## config.mk

```make
export PLATFORM = sky130hd
export DESIGN_NAME = ball_event_gen
export DESIGN_NICKNAME = d
export VERILOG_FILES = /design/src/rtl/game_pkg.sv /design/src/rtl/rise_detect.sv /design/src/rtl/ball_event_gen.sv
export SDC_FILE = /design/constraint.sdc
export NUM_CORES = 1
export LEC_CHECK = 0
export ABC_AREA = 1
export CAP_MARGIN = 20
export CORE_UTILIZATION = 50
export CTS_CLUSTER_DIAMETER = 30
export DETAILED_ROUTE_END_ITERATION = 7
export GPL_ROUTABILITY_DRIVEN = 0
export HOLD_SLACK_MARGIN = 0.05
export PLACE_DENSITY = 0.69
export SETUP_SLACK_MARGIN = 0.15
export SLEW_MARGIN = 20
export SYNTH_ARGS = -nofsm -noshare
export SYNTH_HDL_FRONTEND = slang
export SYNTH_SLANG_ARGS = --single-unit
```

## constraint.sdc

```tcl
create_clock -name clock -period 6.35 [get_ports clock]
set_input_delay 1.27 -clock clock [delete_from_list [all_inputs] [get_ports clock]]
set_output_delay 1.27 -clock clock [all_outputs]
set_load 0.05 [all_outputs]
```

## src/rtl/game_pkg.sv

```systemverilog
// Shared Breakout geometry and game-state encoding used by the bar controller,
// the renderer and the ball event generator.
package game_pkg;

    localparam int H_RES     = 640;
    localparam int V_RES     = 480;
    localparam int BALL_SIZE = 8;
    localparam int BAR_W     = 64;
    localparam int BAR_Y     = 460;
    localparam int STEP      = 2;
    localparam int CW        = 10;

    typedef enum logic [1:0] {
        SERVE = 2'd0,
        PLAY  = 2'd1,
        OVER  = 2'd2
    } game_state_t;

endpackage

```

## src/rtl/rise_detect.sv

```systemverilog
// Rising-edge detector for a synchronous level: one flop holding the previous
// level, with the edge reported in the same cycle the level goes high.
module rise_detect (
    input  logic clock,
    input  logic reset,
    input  logic level,
    output logic rise
);

    logic level_reg;

    always_ff @(posedge clock or posedge reset) begin
        if (reset) begin
            level_reg <= 1'b0;
        end else begin
            level_reg <= level;
        end
    end

    assign rise = level & ~level_reg;

endmodule

```

## src/rtl/ball_event_gen.sv

```systemverilog
// Breakout ball motion and game events: moves the ball once per frame, bounces it
// off the walls and the bar, flags bar hits for the score counter and detects misses.
module ball_event_gen
    import game_pkg::*;
(
    input  logic          clock,
    input  logic          reset,
    input  logic          frame_tick,
    input  logic          launch,
    input  logic [CW-1:0] bar_x,
    output logic [CW-1:0] ball_x,
    output logic [CW-1:0] ball_y,
    output logic          hit_bar,
    output logic          start,
    output logic          playing
);

    localparam logic [CW-1:0]        SERVE_X_OFS = CW'((BAR_W - BALL_SIZE) / 2);
    localparam logic [CW-1:0]        SERVE_Y     = CW'(BAR_Y - BALL_SIZE);
    localparam logic signed [CW:0]   STEP_S      = (CW+1)'(STEP);
    localparam logic signed [CW:0]   X_MAX_S     = (CW+1)'(H_RES - BALL_SIZE);
    localparam logic signed [CW:0]   BALL_S      = (CW+1)'(BALL_SIZE);
    localparam logic signed [CW:0]   BAR_Y_S     = (CW+1)'(BAR_Y);
    localparam logic signed [CW:0]   V_RES_S     = (CW+1)'(V_RES);
    localparam logic [CW:0]          BALL_U      = (CW+1)'(BALL_SIZE);
    localparam logic [CW:0]          BAR_W_U     = (CW+1)'(BAR_W);

    game_state_t state_reg;
    logic        dx_reg;   // 1: moving right
    logic        dy_reg;   // 1: moving down
    logic        launch_rise;

    logic signed [CW:0] x_s;
    logic signed [CW:0] y_s;
    logic signed [CW:0] nx;
    logic signed [CW:0] ny;
    logic               overlap;
    logic               x_low;
    logic               x_high;
    logic               top_hit;
    logic               bar_hit;
    logic               miss;

    rise_detect u_launch_rise (
        .clock (clock),
        .reset (reset),
        .level (launch),
        .rise  (launch_rise)
    );

    // Candidate position and collision flags; bar overlap uses the pre-move x.
    always_comb begin
        x_s     = signed'({1'b0, ball_x});
        y_s     = signed'({1'b0, ball_y});
        nx      = dx_reg ? (x_s + STEP_S) : (x_s - STEP_S);
        ny      = dy_reg ? (y_s + STEP_S) : (y_s - STEP_S);
        overlap = (({1'b0, ball_x} + BALL_U) > {1'b0, bar_x}) &&
                  ({1'b0, ball_x} < ({1'b0, bar_x} + BAR_W_U));
        x_low   = nx[CW];
        x_high  = !nx[CW] && (nx > X_MAX_S);
        top_hit = ny[CW] || (ny == '0);
        bar_hit = dy_reg && ((ny + BALL_S) >= BAR_Y_S) && overlap;
        miss    = dy_reg && !overlap && ((ny + BALL_S) >= V_RES_S);
    end

    always_ff @(posedge clock or posedge reset) begin
        if (reset) begin
            state_reg <= SERVE;
            ball_x    <= SERVE_X_OFS;
            ball_y    <= SERVE_Y;
            dx_reg    <= 1'b1;
            dy_reg    <= 1'b0;
            hit_bar   <= 1'b0;
            start     <= 1'b1;
            playing   <= 1'b0;
        end else begin
            // hit_bar lives for exactly one frame; a new bounce below re-arms it.
            if (frame_tick) begin
                hit_bar <= 1'b0;
            end
            case (state_reg)
                SERVE: begin
                    if (frame_tick) begin
                        ball_x <= bar_x + SERVE_X_OFS;
                        ball_y <= SERVE_Y;
                    end
                    if (launch_rise) begin
                        state_reg <= PLAY;
                        dx_reg    <= 1'b1;
                        dy_reg    <= 1'b0;
                        start     <= 1'b0;
                        playing   <= 1'b1;
                    end
                end
                PLAY: begin
                    if (frame_tick) begin
                        if (miss) begin
                            state_reg <= OVER;
                            playing   <= 1'b0;
                        end else begin
                            if (x_low) begin
                                ball_x <= '0;
                                dx_reg <= 1'b1;
                            end else if (x_high) begin
                                ball_x <= X_MAX_S[CW-1:0];
                                dx_reg <= 1'b0;
                            end else begin
                                ball_x <= nx[CW-1:0];
                            end
                            if (top_hit) begin
                                ball_y <= '0;
                                dy_reg <= 1'b1;
                            end else if (bar_hit) begin
                                ball_y  <= SERVE_Y;
                                dy_reg  <= 1'b0;
                                hit_bar <= 1'b1;
                            end else begin
                                ball_y <= ny[CW-1:0];
                            end
                        end
                    end
                end
                OVER: begin
                    if (launch_rise) begin
                        state_reg <= SERVE;
                        start     <= 1'b1;
                    end
                end
                default: begin
                    state_reg <= SERVE;
                    start     <= 1'b1;
                    playing   <= 1'b0;
                end
            endcase
        end
    end

endmodule

```

* Yosys cells after proc, flatten, opt, wreduce, memory -nomap -nowiden *
Cells that the tools add are included.

word-level totals
  register bits after elaboration = 28
  input port bits = 14
  output and inout bits = 23
  logic and storage cells = 95

operators by class
  add/sub/neg operators = 8
  magnitude comparators = 5
  equality and inequality tests = 10
  muxes and demuxes = 41
  bitwise gates (word level) = 4
  reduce and logical (&&, ||, !) cells = 18

operators by type and width
  kind                                                   number
  two-way mux 10 bit                                     10
  one-hot mux 10 bit (2 select lines)                    2
  adder 10 x 2 -> 11 bit, second input constant          2
  >= comparator 11 x 10 -> 1 bit, second input constant  2
  two-way mux 11 bit                                     2
  subtractor 10 x 2 -> 11 bit, second input constant     2
  two-way mux 1 bit                                      18
  != test 2 bit, second input constant                   6
  AND reduction 4 bit                                    3
  adder 10 x 4 -> 11 bit, second input constant          1
  adder 10 x 7 -> 11 bit, second input constant          1
  adder 11 x 5 -> 11 bit, second input constant          1
  greater-than comparator 11 x 10 -> 1 bit               1
  greater-than comparator 11 bit, second input constant  1
  logical NOT 11 bit                                     1
  < comparator 10 x 11 -> 1 bit                          1
  adder 10 x 5 -> 10 bit, second input constant          1
  AND reduction 5 bit                                    2
  two-way mux 2 bit                                      4
  logical AND 1 bit                                      6
  != test 3 bit, second input constant                   2
  one-hot mux 1 bit (3 select lines)                     2
  one-hot mux 2 bit (3 select lines)                     1
  one-hot mux 1 bit (2 select lines)                     2
  9 further kinds                                        12

* Depth between registers and ports, before layout *
Gate-level depths: netlist of the first run.

  word-level depth = 11
  gate-level depth with buffers = 21
  mapped depth without buffers = 20

* Hierarchy *
A second synthesis of the first run with hierarchy kept.

unflattened totals
  cell total of the unflattened synthesis = 507
  area, all modules = 3372.0 sq um

by module, submodules not included
  module          times used  cells each  area each (sq um)  sequential area each (sq um)
  ball_event_gen  1           503         3333.2             661.9
  rise_detect     1           4           38.8               25.0

* Least setup slack after synthesis of the first run *
OpenSTA, ideal clock, no wires.

  path type = input -> register
  start = input port bar_x[6]
  end = register ball_x[5]
  library setup time = 128 ps
  arrival time = 3042 ps
  required time = 6222 ps
  slack = 3180 ps
  cell stages on the path = 15
  path buffers = 1
  path through = ha_1 > or2_2 > nand2_1 > ha_1 > nand2_1 > nor2_1 > nand2_1 > o2111ai_1 > nor2_1 > nor2_4 > nand3_4 > nand3_4 > buf_4 > nand2_1 > o21ai_0

between the ends
  word-level cells in the longest chain between the ends = 8
  elaborated cells between the ends (all ways) = 9
  those cells by class = add/sub (1); order compare (2); eq/ne (1); reduce/logical (5)

ends and longest elaborated chain
  element                                   line                   source
  start: declaration                        ball_event_gen.sv:10   input logic [CW-1:0] bar_x,
  adder 10 x 7 -> 11 bit                    ball_event_gen.sv:58   ({1'b0, ball_x} < ({1'b0, bar_x} + BAR_W_U));
  < comparator 10 x 11 -> 1 bit             ball_event_gen.sv:58
  logical AND 1 bit (*)                     ball_event_gen.sv:57   overlap = (({1'b0, ball_x} + BALL_U) > {1'b0, bar_x}) &&
  logical NOT 1 bit (*)                     ball_event_gen.sv:63   miss = dy_reg && !overlap && ((ny + BALL_S) >= V_RES_S);
  logical AND 1 bit (*) (2 in series)       ball_event_gen.sv:63
  != test 2 bit (no source line) (*)        -
  AND reduction 4 bit (no source line) (*)  -
  end signal: assignment                    ball_event_gen.sv:84   ball_x <= bar_x + SERVE_X_OFS;
  end signal: assignment                    ball_event_gen.sv:105  ball_x <= X_MAX_S[CW-1:0];
  end signal: assignment                    ball_event_gen.sv:108  ball_x <= nx[CW-1:0];
  end: declaration                          ball_event_gen.sv:11   output logic [CW-1:0] ball_x,

Every way passes the cells marked *; elsewhere a longest branch is shown, timed or not.
A chain may end at the register's enable or synchronous reset.

* Worst setup path in the final report of the first run *
  start = input port bar_x[6]
  end = register ball_x[7]

between the ends
  word-level cells in the longest chain between the ends = 8
  elaborated cells between the ends (all ways) = 12
  those cells by class = add/sub (2); order compare (2); eq/ne (1); mux (2); reduce/logical (5)

ends and longest elaborated chain
  element                               line
  adder 10 x 7 -> 11 bit                ball_event_gen.sv:58
  < comparator 10 x 11 -> 1 bit         ball_event_gen.sv:58
  logical AND 1 bit                     ball_event_gen.sv:57
  logical NOT 1 bit                     ball_event_gen.sv:63
  logical AND 1 bit (2 in series)       ball_event_gen.sv:63
  != test 2 bit (no source line)        -
  AND reduction 4 bit (no source line)  -

Parallel ways exist; a longest one is shown, timed or not. The select of a mux whose other input is x is not followed.

==> results of run 1 <==
[through the flow]
stage,area (um2),hold slack (ns)
after detailed placement,3709,0.4938
final,3757,0.5075
after floorplan,3292,0.4706
after global routing,3757,0.5293
after global placement,3709,0.4891
after CTS,3757,0.5125
[logic make-up after synthesis]
family / share of synthesized area (%)
DFF: 20.87
buffers and inverters: 10.91
other: 0.1139
and+or+nand+nor: 35.20
AOI/OAI and AO/OA: 13.30
xor gates and xnor gates: 3.953
adders and majority gates: 15.66
[metal layers]
layer / wire (um) / share of wire (%)
met1: 4135 / 52
met2: 3567 / 45
met3: 277 / 3.5
met4: 31 / 0.39
met5: 0 / 0
[tightest hold or removal path: stages, from the launching register on]
cell	delay, ns
dfstp_2	0.41
nand2_1	0.06
nand2_1	0.05
[cell type report]
cell class | instances | area, um2 | area share (%)
repair buffers | 37 | 365.4 | 9.724
inverters | 83 | 314.1 | 8.358
clock buffers | 3 | 41.29 | 1.099
flip-flops and latches | 27 | 686.9 | 18.28
clock inverters | 1 | 7.507 | 0.1998
well taps | 77 | 96.34 | 2.564
multi-input cells | 387 | 2246 | 59.77
[cells in the final DEF, fill, tap and decap left out, types with 7 or more instances in the layout]
master             n
dfrtp_1           18
dfstp_2            9
nand2_1          142
o21ai_0           26
inv_1             82
ha_1              38
xor2_1            10
nor3_1             8
a21oi_1           22
nand3_1           38
clkdlybuf4s50_1   35
nand4_1           14
nor2_1            36
o21ai_2            7
[path summary, 6_finish.rpt]
path	to
max in group asynchronous	ball_y[2]$_DFFE_PP1P_
worst max register to register	ball_x[7]$_DFFE_PP0P_
worst max-delay path	ball_x[7]$_DFFE_PP0P_
worst min register to register	dx_reg$_DFFE_PP1P_
min in group asynchronous	state_reg[0]$_DFFE_PP0P_
worst min-delay path	dx_reg$_DFFE_PP1P_
==> impl_metrics.sql, run 1 <==
INSERT INTO impl_metrics (metric_group, metric, value, unit) VALUES
('layout', 'num-fill-cells', '635', ''),
('synthesis', 'synth_seq_area_share', '20.87', '%'),
('route', 'remaining_drc_errors', '0', ''),
('clocking', 'postCtsHoldBufs', '0', ''),
('floorplan', 'die-height', '83.14', 'um'),
('global_routing', 'grt_util_met3', '1.789', '%'),
('global_routing', 'global_routing_met2_resource_utilization', '38.82', '%'),
('global_routing', 'wire_length_of_the_first_global_routing_pass', '13720', 'um'),
('layout', 'finish.utilization', '59.17', '%'),
('sta', 'layout_setup_ws', '2.477', 'ns'),
('clocking', 'ctsLongestPathBuffers', '2', ''),
('route', 'antenna_left', '0', ''),
('setup_path', 'worst_r2r_path_depth', '17', ''),
('synthesis', 'ys_seq_elements', '27', ''),
('global_routing', 'grtUsageMet1', '35.73', '%'),
('setup_path', 'ordered_list_of_cells_on_the_worst_path', 'clkdlybuf4s50_1 -> ha_1 -> or2_2 -> nand2_1 -> ha_1 -> nand2_1 -> nor2_1 -> nand2_1 -> o2111ai_1 -> nor2_1 -> nor2_4 -> nand3_4 -> nand3_4 -> inv_4 -> nand2_1 -> o21ai_2', ''),
('setup_path', 'critPathBufInv', '2', ''),
('synthesis', 'ys_async_sr_fraction', '100.0', '%'),
('floorplan', 'core-area', '6350', 'um2'),
('clocking', 'tritoncts_buffer_count', '3', ''),
('placement', 'post-dp-hpwl', '6703', 'um'),
('placement', 'placed_cells_incl_taps', '611', ''),
('placement', 'portBuffers', '35', ''),
('synthesis', 'yosysWarnings', '0', ''),
('setup_path', 'path_common_cell', 'nand2_1', ''),
('sta', 'setup_repair_after_global_routing_missed_its_margin', 'no', ''),
('synthesis', 'synth_area_leader_cell', 'nand2_1', ''),
('layout', 'design.final.nets', '593', ''),
('sta', 'final.setup_skew', '0.008834', 'ns'),
('floorplan', 'die_width', '83.14', 'um'),
('global_routing', 'grt_antenna_before_repair', '0', ''),
('run_status', 'run_status', 'completed', ''),
('sta', 'finalSetupTns', '0', 'ns'),
('layout', 'fraction_of_layout_instances_using_a_drive_strength_above_1', '7.249', '%'),
('sta', 'final_hold_viol_count', '0', ''),
('floorplan', 'die_area', '6912', 'um2'),
('synthesis', 'synth_common_cells', 'nand2_1, inv_1, ha_1, nand3_1, nor2_1', ''),
('clocking', 'insertion_delay', '0.28', 'ns'),
('global_routing', 'groute.usage.overall', '23.92', '%'),
('placement', 'pre_cts_slack', '2.207', 'ns'),
('worst_hold_path', 'min_delay_path_depth', '2', ''),
('setup_path', 'worstPathArrival', '4.09', 'ns'),
('route', 'drt_pass1_iterations', '4', ''),
('layout', 'stdcell_count', '615', ''),
('synthesis', 'synth_edf_count', '0', ''),
('setup_path', 'worstSetupPathType', 'in2reg', ''),
('worst_hold_path', 'hp-start', 'dx_reg$_DFFE_PP1P_', ''),
('floorplan', 'ios', '37', ''),
('clocking', 'clock-root-buffer', 'clkbuf_8', ''),
('global_routing', 'grt_start_max_net_pins', '28', ''),
('synthesis', 'synth_fp_nets', '557', ''),
('setup_path', 'reg2reg_slack', '2.82', 'ns'),
('synthesis', 'area_share_of_the_largest_cell_type_after_synthesis', '16.19', '%'),
('sta', 'tightestPinTransition', '0.6535', 'ns'),
('synthesis', 'dominantRegCellSynth', 'dfrtp_1', ''),
('clocking', 'cts_tree', 'built', ''),
('layout', 'antenna_cells_inserted', '0', ''),
('setup_path', 'critPathLaunch', 'bar_x[6]', ''),
('setup_path', 'cp.depth', '16', ''),
('synthesis', 'netlist_instances', '503', ''),
('floorplan', 'starting_density_of_the_core', '51.84', '%'),
('clocking', 'clkTransAtPathRegs', '0.11', 'ns'),
('global_routing', 'first_global_vias', '3026', ''),
('setup_path', 'worst_reg2reg_path_startpoint', 'ball_x[3]$_DFFE_PP1P_', ''),
('setup_path', 'critical_path_peak_fanout', '22', ''),
('synthesis', 'synthMostInstantiatedCell', 'nand2_1', ''),
('setup_path', 'critPathLaunchType', 'primary input', ''),
('setup_path', 'cp_top_family', 'simple AND/OR/NAND/NOR gates', ''),
('synthesis', 'syn_avg_cell_area', '6.545', 'um2'),
('clocking', 'h_tree_depth_reported_by_cts', '1', ''),
('clocking', 'cts.repair.resized', '0', '');
Power of run 1 is not shown: default switching activity piles up to over one toggle a cycle in this logic, so the estimate is an artifact.
==> inputs of run 2 (changes only) <==
PLACE_DENSITY = 0.72   (was 0.69)
clock period = 3.4 ns   (was 6.35 ns; I/O delays follow)
==> impl_metrics.sql, run 2 (synthesis gave the netlist of run 1 again) <==
INSERT INTO impl_metrics (metric_group, metric, value, unit) VALUES
('setup_path', 'endpoint_kind', 'register', ''),
('layout', 'fraction_of_layout_instances_using_a_drive_strength_above_1', '10.33', '%'),
('sta', 'fmax', '328.7', 'MHz'),
('layout', 'largest_register_ffs', '10', ''),
('worst_hold_path', 'min-delay-path-class', 'reg2reg', ''),
('sta', 'final_max_slew_viol_count', '0', ''),
('layout', 'multi_input_area', '2253', 'um2'),
('sta', 'fin_crit', '3.043', 'ns'),
('route', 'drt_pass1_iterations', '4', ''),
('placement', 'placed_instance_area', '3769', 'um2'),
('sta', 'final.period_utilization', '89.49', '%'),
('global_routing', 'first_global_vias', '3173', ''),
('floorplan', 'ios', '37', ''),
('floorplan', 'die-height', '83.14', 'um'),
('route', 'routed_wire_length_per_instance', '13.46', 'um'),
('placement', 'pre_cts_slack', '0.04902', 'ns'),
('setup_path', 'cp.required', '3.56', 'ns'),
('sta', 'finalSetupTns', '0', 'ns'),
('layout', 'final_cell_area', '3890', 'um2'),
('worst_hold_path', 'hp-start', 'ball_y[7]$_DFFE_PP1P_', ''),
('worst_hold_path', 'min_delay_path_depth', '2', ''),
('sta', 'tightestPinTransition', '0.5101', 'ns'),
('sta', 'layout_setup_ws', '0.3573', 'ns'),
('setup_path', 'critPathLaunchType', 'register', ''),
('placement', 'portBuffers', '35', ''),
('clocking', 'numClockSinks', '27', ''),
('setup_path', 'worst_r2r_path_depth', '20', ''),
('clocking', 'h_tree_depth_reported_by_cts', '1', ''),
('setup_path', 'critical_path_peak_fanout', '10', ''),
('layout', 'layout_common_cells', 'nand2_1, inv_1, nand3_1', ''),
('setup_path', 'rr_endpoint', 'ball_y[9]$_DFFE_PP0P_', ''),
('route', 'dr.first_iter.drc_count', '172', ''),
('layout', 'design.final.nets', '607', ''),
('clocking', 'tritoncts_buffer_count', '3', ''),
('global_routing', 'groute.usage.overall', '24.88', '%'),
('clocking', 'postCtsHoldBufs', '0', ''),
('sta', 'max_slew_margin_vs_limit', '65.89', '%'),
('clocking', 'insertion_delay', '0.27', 'ns'),
('run_status', 'run_status', 'completed', ''),
('layout', 'syn_to_layout_area_delta', '18.17', '%'),
('route', 'via_count', '3417', ''),
('layout', 'num-fill-cells', '588', ''),
('setup_path', 'worstPathArrival', '3.20', 'ns'),
('sta', 'setup-violations-final', '0', ''),
('flow_run', 'drv.max_cap_violation_count', '0', ''),
('floorplan', 'core-area', '6350', 'um2'),
('worst_hold_path', 'worst_hold_path_endpoint', 'ball_y[7]$_DFFE_PP1P_', ''),
('clocking', 'clkTransAtPathRegs', '0.09', 'ns'),
('floorplan', 'num_rows', '29', ''),
('setup_path', 'worstSetupPathType', 'reg2reg', ''),
('global_routing', 'grt_antenna_before_repair', '0', ''),
('floorplan', 'die_width', '83.14', 'um'),
('route', 'detail_route.vias_per_cell', '5.432', ''),
('setup_path', 'reg2reg_slack', '0.36', 'ns'),
('route', 'antenna_left', '0', ''),
('clocking', 'cts_tree', 'built', ''),
('sta', 'final.setup_skew', '0.005926', 'ns'),
('sta', 'setup_repair_after_global_routing_missed_its_margin', 'no', ''),
('sta', 'final_hold_viol_count', '0', ''),
('layout', 'register_area', '688.2', 'um2'),
('global_routing', 'wire_length_of_the_first_global_routing_pass', '14250', 'um'),
('layout', 'antenna_cells_inserted', '0', ''),
('floorplan', 'die_area', '6912', 'um2'),
('route', 'remaining_drc_errors', '0', ''),
('placement', 'post-dp-hpwl', '6934', 'um'),
('clocking', 'ctsLongestPathBuffers', '2', ''),
('route', 'detail_route.wirelength', '8464', 'um'),
('clocking', 'clock-root-buffer', 'clkbuf_8', ''),
('setup_path', 'worst_reg2reg_path_startpoint', 'ball_x[3]$_DFFE_PP1P_', ''),
('global_routing', 'overflow', '0', ''),
('layout', 'commonest_non_fill_non_tap_cell_in_the_layout', 'nand2_1', ''),
('global_routing', 'grt_start_max_net_pins', '28', ''),
('floorplan', 'starting_density_of_the_core', '51.84', '%');
[run 2: per-stage QoR]
stage                     cells  hold slack (ns)  utilization, %
final                       629           0.4984           61.26
after global routing        629           0.5210           61.26
after CTS                   623           0.5046           60.06
after detailed placement    619           0.4882           59.35
after global placement      619           0.4872           59.35
after floorplan             503           0.4706               -
[run 2: area by class of cell]
class,count,area share (%)
well taps,77,2.477
repair buffers,51,12.61
multi-input cells,387,57.93
flip-flops and latches,27,17.69
clock buffers,4,1.158
inverters,83,8.138
[run 2: critical path, stage by stage, from the launching register on]
cell and delay, ns:
dfstp_2 0.59, inv_1 0.11, nor3_1 0.21, buf_4 0.17, xnor2_1 0.11, inv_1 0.06
ha_1 0.31, nand4_1 0.14, inv_1 0.08, nand2_1 0.05, nand3_1 0.08, nand3_1 0.08
nand3_1 0.10, nand2_1 0.07, nor2_2 0.14, nor2_4 0.05, nand3_4 0.10, nand3_4 0.14
buf_4 0.21, nand2_1 0.06, o21ai_0 0.07
[run 2: worst max path at each step]
| stage | from | end | slack, ns | cells past startpoint |
|---|---|---|---|---|
| 2_1_floorplan | ball_x[3]$_DFFE_PP1P_ | ball_x[5]$_DFFE_PP0P_ | 0.41 | 19 |
| 3_3_place_gp | bar_x[7] | ball_y[9]$_DFFE_PP0P_ | 0.12 | 16 |
| 3_5_place_dp | bar_x[6] | ball_y[8]$_DFFE_PP1P_ | 0.05 | 15 |
| 4_1_cts | ball_x[3]$_DFFE_PP1P_ | ball_y[8]$_DFFE_PP1P_ | 0.24 | 19 |
| 5_1_grt | ball_x[3]$_DFFE_PP1P_ | ball_y[9]$_DFFE_PP0P_ | 0.13 | 20 |
| 6_report | ball_x[3]$_DFFE_PP1P_ | ball_y[9]$_DFFE_PP0P_ | 0.36 | 20 |
[run 2: timing repair]
| item | 4_1_cts | 5_1_grt |
|---|---|---|
| gates resized for setup | 0 | 7 |
| buffers inserted | 0 | 5 |
| setup endpoints to repair | 0 | 21 |
[run 2: per-layer routing]
layer | wire length [um] | GRT usage [%] | up-vias
li1 | - | - | 1748
met1 | 3919 | 34.15 | 1545
met2 | 3990 | 41.88 | 116
met3 | 473 | 2.386 | 8
met4 | 79 | 6.583 | 0
met5 | 0 | 0 | -
Power of run 2 is left out for the same reason.
